[src/rtl/ariane_pkg.sv]
// CMO request/response types, line-op encoding and CMO decode helpers
// shared by the D-cache CMO controller.
package ariane_pkg;

    localparam int unsigned XLEN          = 64;
    localparam int unsigned TRANS_ID_BITS = 3;

    typedef enum logic [3:0] {
        CMO_CLEAN      = 4'd0,
        CMO_FLUSH      = 4'd1,
        CMO_INVAL      = 4'd2,
        CMO_ZERO       = 4'd3,
        CMO_PREFETCH_R = 4'd4,
        CMO_PREFETCH_W = 4'd5,
        CMO_PREFETCH_I = 4'd6,
        CMO_CLEAN_ALL  = 4'd7,
        CMO_FLUSH_ALL  = 4'd8,
        CMO_INVAL_ALL  = 4'd9,
        CMO_NONE       = 4'd10
    } cmo_t;

    typedef enum logic [1:0] {
        CMO_LINE_CLEAN = 2'd0,
        CMO_LINE_FLUSH = 2'd1,
        CMO_LINE_INVAL = 2'd2,
        CMO_LINE_ZERO  = 2'd3
    } cmo_line_op_t;

    typedef enum logic [2:0] {
        CMO_IDLE       = 3'd0,
        CMO_LINE_REQ   = 3'd1,
        CMO_LINE_WAIT  = 3'd2,
        CMO_SWEEP_REQ  = 3'd3,
        CMO_SWEEP_WAIT = 3'd4,
        CMO_ACK        = 3'd5
    } cmo_state_t;

    typedef struct packed {
        logic                     req;
        logic [TRANS_ID_BITS-1:0] trans_id;
        logic [XLEN-1:0]          address;
        cmo_t                     cmo_op;
    } cmo_req_t;

    typedef struct packed {
        logic                     req_ready;
        logic                     ack;
        logic [TRANS_ID_BITS-1:0] trans_id;
    } cmo_resp_t;

    function automatic cmo_line_op_t cmo_to_line_op(input cmo_t op);
        cmo_line_op_t res;
        case (op)
            CMO_FLUSH, CMO_FLUSH_ALL: res = CMO_LINE_FLUSH;
            CMO_INVAL, CMO_INVAL_ALL: res = CMO_LINE_INVAL;
            CMO_ZERO:                 res = CMO_LINE_ZERO;
            default:                  res = CMO_LINE_CLEAN;
        endcase
        return res;
    endfunction

    function automatic logic cmo_is_sweep(input cmo_t op);
        return (op == CMO_CLEAN_ALL) || (op == CMO_FLUSH_ALL) || (op == CMO_INVAL_ALL);
    endfunction

    // Anything that is neither a per-line nor a sweep op is treated as a hint.
    function automatic logic cmo_is_hint(input cmo_t op);
        logic res;
        case (op)
            CMO_CLEAN, CMO_FLUSH, CMO_INVAL, CMO_ZERO,
            CMO_CLEAN_ALL, CMO_FLUSH_ALL, CMO_INVAL_ALL: res = 1'b0;
            default:                                     res = 1'b1;
        endcase
        return res;
    endfunction

endpackage

[src/rtl/cmo_sweep_cnt.sv]
// Set/way sweep counter: way-minor, set-major; last flags the final line.
module cmo_sweep_cnt #(
    parameter int unsigned NUM_SETS = 256,
    parameter int unsigned NUM_WAYS = 8,
    localparam int unsigned SET_W = $clog2(NUM_SETS),
    localparam int unsigned WAY_W = (NUM_WAYS > 1) ? $clog2(NUM_WAYS) : 1
) (
    input  logic             clk_i,
    input  logic             rst_ni,
    input  logic             clear_i,
    input  logic             advance_i,
    output logic [SET_W-1:0] set_o,
    output logic [WAY_W-1:0] way_o,
    output logic             last_o
);
    localparam logic [SET_W-1:0] SET_MAX = SET_W'(NUM_SETS - 1);
    localparam logic [WAY_W-1:0] WAY_MAX = WAY_W'(NUM_WAYS - 1);

    logic [SET_W-1:0] set_q, set_d;
    logic [WAY_W-1:0] way_q, way_d;
    logic             last_q, last_d;

    always_comb begin
        set_d  = set_q;
        way_d  = way_q;
        last_d = last_q;
        if (clear_i) begin
            set_d  = '0;
            way_d  = '0;
            last_d = 1'b0;
        end else if (advance_i) begin
            if (way_q == WAY_MAX) begin
                way_d = '0;
                set_d = set_q + SET_W'(1);
            end else begin
                way_d = way_q + WAY_W'(1);
            end
            last_d = (set_d == SET_MAX) && (way_d == WAY_MAX);
        end
    end

    always_ff @(posedge clk_i or negedge rst_ni) begin
        if (!rst_ni) begin
            set_q  <= '0;
            way_q  <= '0;
            last_q <= 1'b0;
        end else begin
            set_q  <= set_d;
            way_q  <= way_d;
            last_q <= last_d;
        end
    end

    assign set_o  = set_q;
    assign way_o  = way_q;
    assign last_o = last_q;
endmodule

[src/rtl/cmo_dc_ctrl.sv]
// D-cache CMO controller: turns CMO requests into single-line operations
// or full set/way sweeps and acknowledges the CMO unit on completion.
module cmo_dc_ctrl
    import ariane_pkg::*;
#(
    parameter int unsigned NUM_SETS    = 256,
    parameter int unsigned NUM_WAYS    = 8,
    parameter int unsigned LINE_OFFSET = 4,
    localparam int unsigned SET_W = $clog2(NUM_SETS),
    localparam int unsigned WAY_W = (NUM_WAYS > 1) ? $clog2(NUM_WAYS) : 1
) (
    input  logic             clk_i,
    input  logic             rst_ni,
    input  cmo_req_t         cmo_req_i,
    output cmo_resp_t        cmo_resp_o,
    output logic             line_req_o,
    output cmo_line_op_t     line_op_o,
    output logic             line_by_addr_o,
    output logic [XLEN-1:0]  line_addr_o,
    output logic [SET_W-1:0] line_set_o,
    output logic [WAY_W-1:0] line_way_o,
    input  logic             line_gnt_i,
    input  logic             line_done_i,
    output logic             busy_o
);
    localparam logic [XLEN-1:0] LINE_MASK = ~((XLEN'(1) << LINE_OFFSET) - XLEN'(1));

    cmo_state_t               state_q, state_d;
    cmo_t                     op_q;
    logic [TRANS_ID_BITS-1:0] tid_q;
    logic [XLEN-1:0]          addr_q;
    logic                     accept;
    logic                     cnt_clear, cnt_adv, cnt_last;

    assign accept = (state_q == CMO_IDLE) && cmo_req_i.req;

    cmo_sweep_cnt #(
        .NUM_SETS (NUM_SETS),
        .NUM_WAYS (NUM_WAYS)
    ) u_sweep_cnt (
        .clk_i     (clk_i),
        .rst_ni    (rst_ni),
        .clear_i   (cnt_clear),
        .advance_i (cnt_adv),
        .set_o     (line_set_o),
        .way_o     (line_way_o),
        .last_o    (cnt_last)
    );

    always_ff @(posedge clk_i or negedge rst_ni) begin
        if (!rst_ni) state_q <= CMO_IDLE;
        else         state_q <= state_d;
    end

    // A done arriving together with gnt completes the line in that same cycle.
    always_comb begin
        state_d   = state_q;
        cnt_clear = 1'b0;
        cnt_adv   = 1'b0;
        unique case (state_q)
            CMO_IDLE: begin
                if (cmo_req_i.req) begin
                    if (cmo_is_hint(cmo_req_i.cmo_op)) begin
                        state_d = CMO_ACK;
                    end else if (cmo_is_sweep(cmo_req_i.cmo_op)) begin
                        state_d   = CMO_SWEEP_REQ;
                        cnt_clear = 1'b1;
                    end else begin
                        state_d = CMO_LINE_REQ;
                    end
                end
            end
            CMO_LINE_REQ: begin
                if (line_gnt_i) state_d = line_done_i ? CMO_ACK : CMO_LINE_WAIT;
            end
            CMO_LINE_WAIT: begin
                if (line_done_i) state_d = CMO_ACK;
            end
            CMO_SWEEP_REQ: begin
                if (line_gnt_i) begin
                    if (line_done_i) begin
                        cnt_adv = 1'b1;
                        state_d = cnt_last ? CMO_ACK : CMO_SWEEP_REQ;
                    end else begin
                        state_d = CMO_SWEEP_WAIT;
                    end
                end
            end
            CMO_SWEEP_WAIT: begin
                if (line_done_i) begin
                    cnt_adv = 1'b1;
                    state_d = cnt_last ? CMO_ACK : CMO_SWEEP_REQ;
                end
            end
            CMO_ACK: state_d = CMO_IDLE;
            default: state_d = CMO_IDLE;
        endcase
    end

    always_comb begin
        cmo_resp_o     = '0;
        line_req_o     = 1'b0;
        line_by_addr_o = 1'b0;
        busy_o         = 1'b1;
        unique case (state_q)
            CMO_IDLE: begin
                cmo_resp_o.req_ready = 1'b1;
                busy_o               = 1'b0;
            end
            CMO_LINE_REQ: begin
                line_req_o     = 1'b1;
                line_by_addr_o = 1'b1;
            end
            CMO_LINE_WAIT:  line_by_addr_o = 1'b1;
            CMO_SWEEP_REQ:  line_req_o     = 1'b1;
            CMO_SWEEP_WAIT: line_req_o     = 1'b0;
            CMO_ACK: begin
                cmo_resp_o.ack      = 1'b1;
                cmo_resp_o.trans_id = tid_q;
            end
            default: busy_o = 1'b1;
        endcase
    end

    always_ff @(posedge clk_i or negedge rst_ni) begin
        if (!rst_ni) begin
            op_q   <= CMO_CLEAN;
            tid_q  <= '0;
            addr_q <= '0;
        end else if (accept) begin
            op_q   <= cmo_req_i.cmo_op;
            tid_q  <= cmo_req_i.trans_id;
            addr_q <= cmo_req_i.address & LINE_MASK;
        end
    end

    assign line_op_o   = cmo_to_line_op(op_q);
    assign line_addr_o = addr_q;
endmodule

[config.mk]
export PLATFORM = sky130hd
export DESIGN_NAME = cmo_dc_ctrl
export DESIGN_NICKNAME = d
export VERILOG_FILES = /design/src/rtl/ariane_pkg.sv /design/src/rtl/cmo_sweep_cnt.sv /design/src/rtl/cmo_dc_ctrl.sv
export SDC_FILE = /design/constraint.sdc
export NUM_CORES = 1
export LEC_CHECK = 0
export BUFFER_PORTS_ARGS = -buffer_cell sky130_fd_sc_hd__buf_2
export CORE_UTILIZATION = 51
export DETAILED_ROUTE_END_ITERATION = 10
export GPL_ROUTABILITY_DRIVEN = 0
export PLACE_DENSITY = 0.87
export SLEW_MARGIN = 15
export SYNTH_ARGS = -nofsm -noshare
export SYNTH_HDL_FRONTEND = slang
export SYNTH_SLANG_ARGS = --single-unit
[constraint.sdc]
create_clock -name clk_i -period 3.05 [get_ports clk_i]
set_input_delay 0.305 -clock clk_i [delete_from_list [all_inputs] [get_ports clk_i]]
set_output_delay 0.305 -clock clk_i [all_outputs]
set_load 0.03 [all_outputs]
==> metrics.md <==
| Metric | Value |
|---|---|
| Outcome | complete, no violations |
| RSZ-0062 raised after global routing | no |
| Hold-fix buffers at CTS | 0 |
| Register area share after synthesis | between 50% and 60% |
| Placed inst area | about 0.0044 mm2 |
| Synthesized area | approximately 0.0036 mm2 |
| Synth top area share | between 50 and 60% |
| Post-layout min period | 2.00 ns |
| Antenna cells | 0 |
| Total gr overflow | 0 |
| Worst setup path class | flip-flop to output port |
| Clock Pin Slew Worst Setup and Hold Paths | ~0.07 ns |
| Post-synth EDFFs | 0 |
| Cell taking the most area after synthesis | dfrtp_1 |
| DP Worst Slack | between 1 and 1.5 ns |
| CTS Buf Count | 9 |
| Max Clk Rate | about 0.50 GHz |
| Crit path required time | ~2.7 ns |
| Gate power share | 48.1% |
| Post_cts resized | 0 |
| Prevailing post-synth register cell | dfrtp_1 |
| CP max FO | 14 |
| Num rows | 30 |
| Slew @ Worst Pin | ~0.99 ns |
| Cells after Synth | approximately 270 |
| Skew final | between 0.007 and 0.008 ns |
| Slowest cell delay on critical path | around 0.67 ns |
| PortBufs | ~150 |
| GRT Total Usage | a little over a fifth |
| Power Dens Cells | roughly 1100 mW/mm2 |
| Max-slew violations | 0 |
| First-pass GRT wire length | between 10000 and 15000 um |
| Avg Synthesized Cell Area | approximately 14 um2 |
| Final worst path period share | 65.7% |
| Asr flop ratio synth | 100% |
| # DRC | 0 |
| Sequential power share | between 30% and 40% |
| Fin Hold WS | between 0.1 and 0.15 ns |
| Largest net degree at the start of global routing | 83 |
| Synth unique cells | 53 |
| CTS Sinks | 82 |
| Leakage power | roughly 0.0023 uW |
| Starting DRT DRC Count | 164 |
| Final WL | 7530 um |
| Routed Antenna Nets | 0 |
| Post-CTS Setup Bufs | 0 |
| Largest cells by area after synthesis | dfrtp_1 57%, mux2_2 18%, mux2_1 3.7% |
| Cell-internal power | 3020 uW |
| CP delay by family, top | flip-flops |
| Initial Util | between 50% and 60% |
| Hold WC Path Type | input port to asynchronous set/reset pin |
| Rel. slew slack | between 30% and 40% |
| # setup viols final | 0 |
| Via count | 2650 |
| Vias per cell | 5.14 |
| Net Switching | between 2000 and 2500 uW |
| CTS tree | done |
| Area grow syn2layout | 27.9% |
| Antenna violations before repair | 0 |
| Vias in the first global route | between 2k and 3k |
| Worst setup SP type | flip-flop |
| Slowest stage cell, crit path | dfrtp_1 |
| Num ports | about 160 |
| Placed Cells | 501 |
| Worst VDD drop | ~0.68 mV |
| Post-route cell area | 0.00463 mm2 |
| Setup TNS Final | 0 ns |
| Crit end category | output port |
| Critical Path, Cell by Cell | nand2_1 > nor2_1 > and2_1 > buf_2 |
| Yosys warns | 0 |
| Arr. time, crit path | ~1.7 ns |
| Drt first pass iters | 4 |
| Setup ws final | 1.05 ns |
| Htree depth | 3 |
| Final HPWL DP | around 5300 um |
| # nets final | slightly below 500 |
| Sw frac | roughly 43% |
| Die span in x | 86.2 um |
| Clock power frac | 16.2% |
| Layout cells sized above 1 | 55.5% |
| Die ar. | approximately 0.0074 mm2 |
| DR WL/cell | about 15 um |
| Clock latency on the worst-skew pair | ~0.34 ns |
| Non-filler cells, final | a little over 500 |
| Final Hold Viols | 0 |
| Core Area | roughly 0.0068 mm2 |
| FF+latch count, synth | 82 |
| Worst Path Buf+Inv | 1 |
| Clk buf depth | 2 |
| Clock root buffer | clkbuf_8 |
| Max_cap viols | 0 |
| Die Y | ~86 um |
-- state kept, by name, summed over array words and instances, names as in the netlist --
signal / count
op_q: 4
line_addr_o: 60
u_sweep_cnt.set_o: 8
tid_q: 3
u_sweep_cnt.way_o: 3
state_q: 3
u_sweep_cnt.last_o: 1
-- cells in the final DEF, fill, tap and decap left out, types with 4 or more instances in the layout --
cell and instances:
buf_2 151, dfrtp_1 82, mux2_2 57, mux2_1 12
nand2_1 11, nor2_1 10, clkbuf_8 10, a21o_1 5
conb_1 4
-- per-stage QoR --
| step | total power (uW) | utilization (%) |
|---|---|---|
| 6_report | 5300 | 67.7 |
| 5_1_grt | 5590 | 67.7 |
| 4_1_cts | 5360 | 67.7 |
| 3_5_place_dp | 4480 | 64.6 |
| 3_3_place_gp | 4390 | 64.6 |
| 2_1_floorplan | 3770 | - |
-- power by group through the flow --
| stage | Clock [uW] | Combinational, uW | Sequential, uW |
|---|---|---|---|
| after global routing | 924 | 2710 | 1960 |
| after CTS | 880 | 2580 | 1900 |
| after global placement | 0 | 2520 | 1870 |
| after floorplan | 0 | 1060 | 2700 |
| final | 858 | 2550 | 1890 |
| after detailed placement | 0 | 2580 | 1900 |
-- layout make-up --
type / count / area, um2
clock buffer: 11 / 141
clock inverter: 4 / 76.3
fill: 541 / 2200
inverter: 4 / 15.0
multi-input combinational: 166 / 1440
sequential: 82 / 2050
tap: 96 / 120
timing repair buffer: 153 / 783
-- worst paths after layout --
path                                       from                    to  slack [ns]  cells after the start
min                                      rst_ni  u_sweep_cnt.set_o[4]        0.11                      1
max reg2reg                u_sweep_cnt.way_o[0]  u_sweep_cnt.set_o[7]        1.07                      6
min in group clk_i                cmo_req_i[49]       line_addr_o[45]        0.18                      2
max in group asynchronous                rst_ni  u_sweep_cnt.way_o[1]        2.29                      1
max                                  state_q[0]         cmo_resp_o[0]        1.05                      4
min reg2reg                            tid_q[0]              tid_q[0]        0.49                      1
-- per-layer routing --
metal  global-route usage (%)  part of all wire [%]  vias to the layer above
li1                         -                     -                     1247
met1                     26.2                    42                     1261
met2                     34.5                    49                      134
met3                     6.19                   8.4                        8
met4                     9.09                   1.2                        0
met5                        0                     0                        -
-- cells by family after synthesis --
logic type	share of synthesized area, %
xor gates and xnor gates	0.726
muxes	22.0
buffers and inverters	3.97
and+or+nand+nor	8.30
other	0.104
adders and majority gates	1.04
AOI/OAI and AO/OA	7.16
DFF	56.7
-- synthesized netlist by cell type, types with 2 or more instances --
master / n
mux2_1: 12
nand3_1: 2
o21a_1: 2
xnor2_1: 2
o21ai_0: 3
buf_6: 5
nor2b_1: 3
a221o_1: 2
nand2_1: 11
a22o_1: 2
dfrtp_1: 82
a21bo_2: 2
nor2_1: 10
o22ai_1: 2
mux2_2: 57
mux2i_1: 2
nand3b_1: 3
a21o_1: 5
o311a_1: 2
nor3_1: 2
o211ai_1: 3
a21oi_1: 3
inv_1: 3
and3_1: 3
and2_1: 3
nand4_1: 2
ha_1: 3
buf_4: 5
buf_2: 6
(Power assumes the default switching activity.)
